--- config.mk ---
export PLATFORM = sky130hd
export DESIGN_NAME = uart_frame_rx
export DESIGN_NICKNAME = d
export VERILOG_FILES = /design/src/rtl/uart_frame_rx.sv
export SDC_FILE = /design/constraint.sdc
export NUM_CORES = 1
export LEC_CHECK = 0
export CORE_MARGIN = 1.5
export CORE_UTILIZATION = 37
export DETAILED_ROUTE_END_ITERATION = 8
export SYNTH_ARGS = -nofsm -noshare
export SYNTH_HDL_FRONTEND = slang
export SYNTH_SLANG_ARGS = --single-unit
--- constraint.sdc ---
create_clock -name clk -period 1.8 [get_ports clk]
set_input_delay 0.27 -clock clk [delete_from_list [all_inputs] [get_ports clk]]
set_output_delay 0.27 -clock clk [all_outputs]
set_load 0.005 [all_outputs]
--- src/rtl/uart_frame_rx.sv ---
`timescale 1ns/1ps
`default_nettype none
// ============================================================================
// Module      : uart_frame_rx
// Description : Oversampling UART receiver for 12-bit frames
//               (start, even parity, d0..d7, two stops) with valid/ready output.
// Revision    : 1.0 - initial release
// ============================================================================
module uart_frame_rx #(
  parameter int CLK_HZ     = 50_000_000,
  parameter int BAUD       = 9600,
  parameter int OVERSAMPLE = 16
) (
  input  logic       clk,
  input  logic       rst_n,
  input  logic       rx,
  output logic [7:0] rx_data,
  output logic       rx_valid,
  input  logic       rx_ready,
  output logic       parity_err,
  output logic       frame_err,
  output logic       overrun,
  output logic       busy
);

  localparam int DIV   = CLK_HZ / (BAUD * OVERSAMPLE);
  localparam int DIV_W = (DIV > 1) ? $clog2(DIV) : 1;
  localparam int SUB_W = $clog2(OVERSAMPLE);
  localparam logic [DIV_W-1:0] c_DIV_LAST   = DIV_W'(DIV - 1);
  localparam logic [SUB_W-1:0] c_SUB_SAMPLE = SUB_W'(OVERSAMPLE / 2 - 1);
  localparam logic [SUB_W-1:0] c_SUB_LAST   = SUB_W'(OVERSAMPLE - 1);

  typedef enum logic [2:0] {
    S_IDLE  = 3'd0,
    S_START = 3'd1,
    S_DATA  = 3'd2,
    S_STOP  = 3'd3,
    S_DONE  = 3'd4
  } state_t;

  state_t           r_state;
  logic             r_rx_meta;
  logic             r_rx_s;
  logic             r_rx_prev;
  logic [DIV_W-1:0] r_div;
  logic [SUB_W-1:0] r_sub;
  logic [3:0]       r_idx;
  logic             r_par;
  logic [7:0]       r_shreg;
  logic             r_stop_idx;
  logic             r_stop_bad;

  logic w_tick;
  logic w_sample;
  logic w_wrap;
  logic w_fall;
  logic w_accept;

  assign w_tick   = (r_state != S_IDLE) && (r_div == c_DIV_LAST);
  assign w_sample = w_tick && (r_sub == c_SUB_SAMPLE);
  assign w_wrap   = w_tick && (r_sub == c_SUB_LAST);
  assign w_fall   = r_rx_prev & ~r_rx_s;
  assign w_accept = rx_valid & rx_ready;
  assign busy     = (r_state != S_IDLE);

  always_ff @(posedge clk or negedge rst_n) begin
    if (!rst_n) begin
      r_state    <= S_IDLE;
      r_rx_meta  <= 1'b1;
      r_rx_s     <= 1'b1;
      r_rx_prev  <= 1'b1;
      r_div      <= '0;
      r_sub      <= '0;
      r_idx      <= 4'd0;
      r_par      <= 1'b0;
      r_shreg    <= 8'h00;
      r_stop_idx <= 1'b0;
      r_stop_bad <= 1'b0;
      rx_data    <= 8'h00;
      rx_valid   <= 1'b0;
      parity_err <= 1'b0;
      frame_err  <= 1'b0;
      overrun    <= 1'b0;
    end else begin
      r_rx_meta <= rx;
      r_rx_s    <= r_rx_meta;
      r_rx_prev <= r_rx_s;

      if (r_state == S_IDLE) begin
        r_div <= '0;
        r_sub <= '0;
      end else begin
        r_div <= (r_div == c_DIV_LAST) ? '0 : r_div + 1'b1;
        if (w_tick) r_sub <= r_sub + 1'b1;
      end

      if (w_accept && (r_state != S_DONE)) begin
        rx_valid <= 1'b0;
        overrun  <= 1'b0;
      end

      case (r_state)
        S_IDLE: begin
          if (w_fall) r_state <= S_START;
        end
        S_START: begin
          // Line back high at mid-start is a glitch; otherwise wait for bit end.
          if (w_sample && r_rx_s) begin
            r_state <= S_IDLE;
          end else if (w_wrap) begin
            r_state <= S_DATA;
            r_idx   <= 4'd0;
          end
        end
        S_DATA: begin
          if (w_sample) begin
            if (r_idx == 4'd0) r_par <= r_rx_s;
            else               r_shreg <= {r_rx_s, r_shreg[7:1]};
            if (r_idx == 4'd8) begin
              r_state    <= S_STOP;
              r_stop_idx <= 1'b0;
              r_stop_bad <= 1'b0;
            end else begin
              r_idx <= r_idx + 4'd1;
            end
          end
        end
        S_STOP: begin
          if (w_sample) begin
            if (!r_rx_s) r_stop_bad <= 1'b1;
            r_stop_idx <= 1'b1;
            if (r_stop_idx) r_state <= S_DONE;
          end
        end
        S_DONE: begin
          if (!rx_valid || rx_ready) begin
            rx_data    <= r_shreg;
            parity_err <= (r_par != ^r_shreg);
            frame_err  <= r_stop_bad;
            rx_valid   <= 1'b1;
            overrun    <= 1'b0;
          end else begin
            overrun <= 1'b1;
          end
          r_state <= S_IDLE;
        end
        default: r_state <= S_IDLE;
      endcase
    end
  end

endmodule
`default_nettype wire
==> metrics.yaml <==
grt_overflow: 0
synth-seq-cells: 46
period_needed_ns: 1.73
async_reset_ff_share_pct: 100
nNetsFinal: 231
max_stage_delay_ns: 0.37
status: "complete, no violations"
rows: 27
htree_levels: 2
wl_mm: 3.96
crit_path_end_kind: "register"
yosysTopAreaCellShare_pct: 48.7
utilization_pct: 48.5
port_buffers: 16
finalSetupViolations: 0
synthToLayoutAreaGrowth_pct: 23.7
vias: 1470
ir_worst_vdd_mv: 0.337
post_drt_wl_per_cell_um: 13.4
dp_slack_ns: -0.0493
synth_nets: 194
cts.sinks: 46
fmax_mhz: 577
finalCritPeriodShare_pct: 96.2
fillers: 519
setup_slack_ns: 0.0676
grt_first_pass_wirelength_mm: 6.60
routed.top_layer: "met4"
m1WireLength_mm: 2.07
rsz0062_at_grt: "yes"
viasPerCell: 4.98
critPathSlowestCell: "dfrtp_1"
die_w_um: 80.3
path_cells: "inv_2 > ha_4 > and3b_2 > o31a_1 > buf_4 > o31ai_1 > o211ai_1"
syn_avg_cell_area_um2: 12.0
stdcell_area_um2: 2730
grt_start_max_net_pins: 28
synth_edf_count: 0
pin_count: 17
crit_type: "reg2reg"
leakage_nw: 1.28
worstMarginPinSlew_ns: 0.484
diodes: 0
yosysWarningCount: 0
drc: 0
drt_iter0_markers: 62
crit_family: "compound AO/OA/AOI/OAI gates"
worst-path-max-fanout: 4
grt_usage_pct: 13.6
yosys.area.top_type: "dfrtp_1"
regArea_um2: 1160
holdWs_ns: 0.361
clock_latency_ns: 0.30
antenna_found_initial: 0
dr.pass1.iters: 4
critPathArrivalTime_ns: 1.91
core_area_um2: 5640
first_global_vias: 1382
synth.distinct_cells: 45
multiInputGateArea_um2: 1060
max_slew_margin_pct: 67.8
slew_viol_final: 0
clock_path_buffers: 2
cts-root-buf: "clkbuf_8"
finalHoldViolCount: 0
drv_cap: 0
finalClockSkew_ns: 0.0118
drive_gt1_share_pct: 30.9
power_density_nw_per_um2: 808
ys_seq_area_share_pct: 52.2
place_area_um2: 2550
finalSetupTns_ns: 0
synth_area_leaders: "dfrtp_1 (49%), mux2_2 (9.7%), xor2_1 (4.0%)"
fp.dieH_um: 80.3
wl_met3_um: 131
ant_nets: 0
cts_tree: "yes"
start_util_pct: 39.2
cp.required_ns: 1.98
wl_met2_mm: 1.70
dieArea_um2: 6450
post_synth_instance_area_um2: 2210
syn_inst: 185
cp-start-kind: "register"
cts_made_buffers: 5
hp-class: "reg2reg"
synthFlopType: "dfrtp_1"
dpl.hpwl_mm: 2.83
crit_buf_inv: 2
layout_commonest_cell: "dfrtp_1"
cts.reportedPaths.clkPinSlew_ns: 0.09
gp_congestion: 0.722
mostFrequentLayoutCells: "dfrtp_1 (40), nor2_1 (19), mux2_2 (18), buf_4 (16), clkdlybuf4s50_1 (14)"
registers in the layout, summed over array words and instances (netlist names):
name	flops
r_shreg	8
r_rx_prev	1
r_idx	4
r_rx_meta	1
rx_valid	1
r_rx_s	1
r_stop_bad	1
r_par	1
rx_data	8
r_state	3
r_div	9
overrun	1
frame_err	1
r_sub	4
parity_err	1
r_stop_idx	1
area by class of cell:
| type | count | share of cell area (%) |
|---|---|---|
| Clock buffer | 7 | 3.16 |
| Clock inverter | 1 | 0.320 |
| Inverter | 6 | 0.824 |
| Multi-Input combinational cell | 129 | 38.8 |
| Sequential cell | 46 | 42.4 |
| Tap cell | 72 | 3.30 |
| Timing Repair Buffer | 34 | 11.3 |
power by group:
group	switching (W)	total, W	internal (W)
clock network	0.000345	0.000663	0.000317
registers	0.0000743	0.00118	0.00111
logic	0.000182	0.000362	0.000180
total	0.000602	0.00221	0.00161
metrics by stage:
stage               instances  total power, W
CTS                       294         0.00224
floorplan                 185         0.00139
global route              295         0.00235
global placement          282         0.00154
finish                    295         0.00221
detailed placement        282         0.00155
layer usage:
layer / global-route usage, % / vias to the layer above
li1: - / 730
met5: 0 / -
met2: 19.4 / 18
met1: 19.5 / 716
met4: 5.17 / 0
met3: 3.75 / 6
cells by family after synthesis:
kind of cell / Yosys count / synth area share (%)
multiplexers: 22 / 11.0
buffers and inverters: 10 / 1.87
AND/OR/NAND/NOR: 69 / 19.3
AO/OA/AOI/OAI: 16 / 5.38
adder cells (fa/ha/maj): 5 / 2.83
XOR/XNOR: 17 / 7.36
flip-flops: 46 / 52.2
Yosys cell counts (3+ instances only):
cell type	count
ha_1	5
nand4_1	4
nand3b_1	3
nand2_1	9
mux2_2	19
mux2i_1	3
xor2_1	10
buf_2	3
nor3b_1	3
nand3_1	7
inv_1	6
nor2_1	19
dfrtp_1	43
xnor2_1	6
dfstp_2	3
worst paths after layout:
path	endpoint	cells past startpoint	from	slack, ns
max	r_idx[3]	7	r_idx[1]	0.07
min reg2reg	r_rx_s	0	r_rx_meta	0.36
max in group asynchronous	r_rx_prev	3	rst_n	0.76
max reg2reg	r_idx[3]	7	r_idx[1]	0.07
min	r_rx_s	0	r_rx_meta	0.36
min in group asynchronous	r_div[4]	2	rst_n	0.45
repair_timing:
action                                  in CTS  in global routing
pin swaps                                    3                  3
hold endpoints to repair                    17                  0
hold buffers                                 1                  0
gates resized for setup                      4                 12
endpoints found under the setup margin       3                 13
cloned                                       0                  0
setup buffers                                3                  1
(Power assumes the default switching activity.)
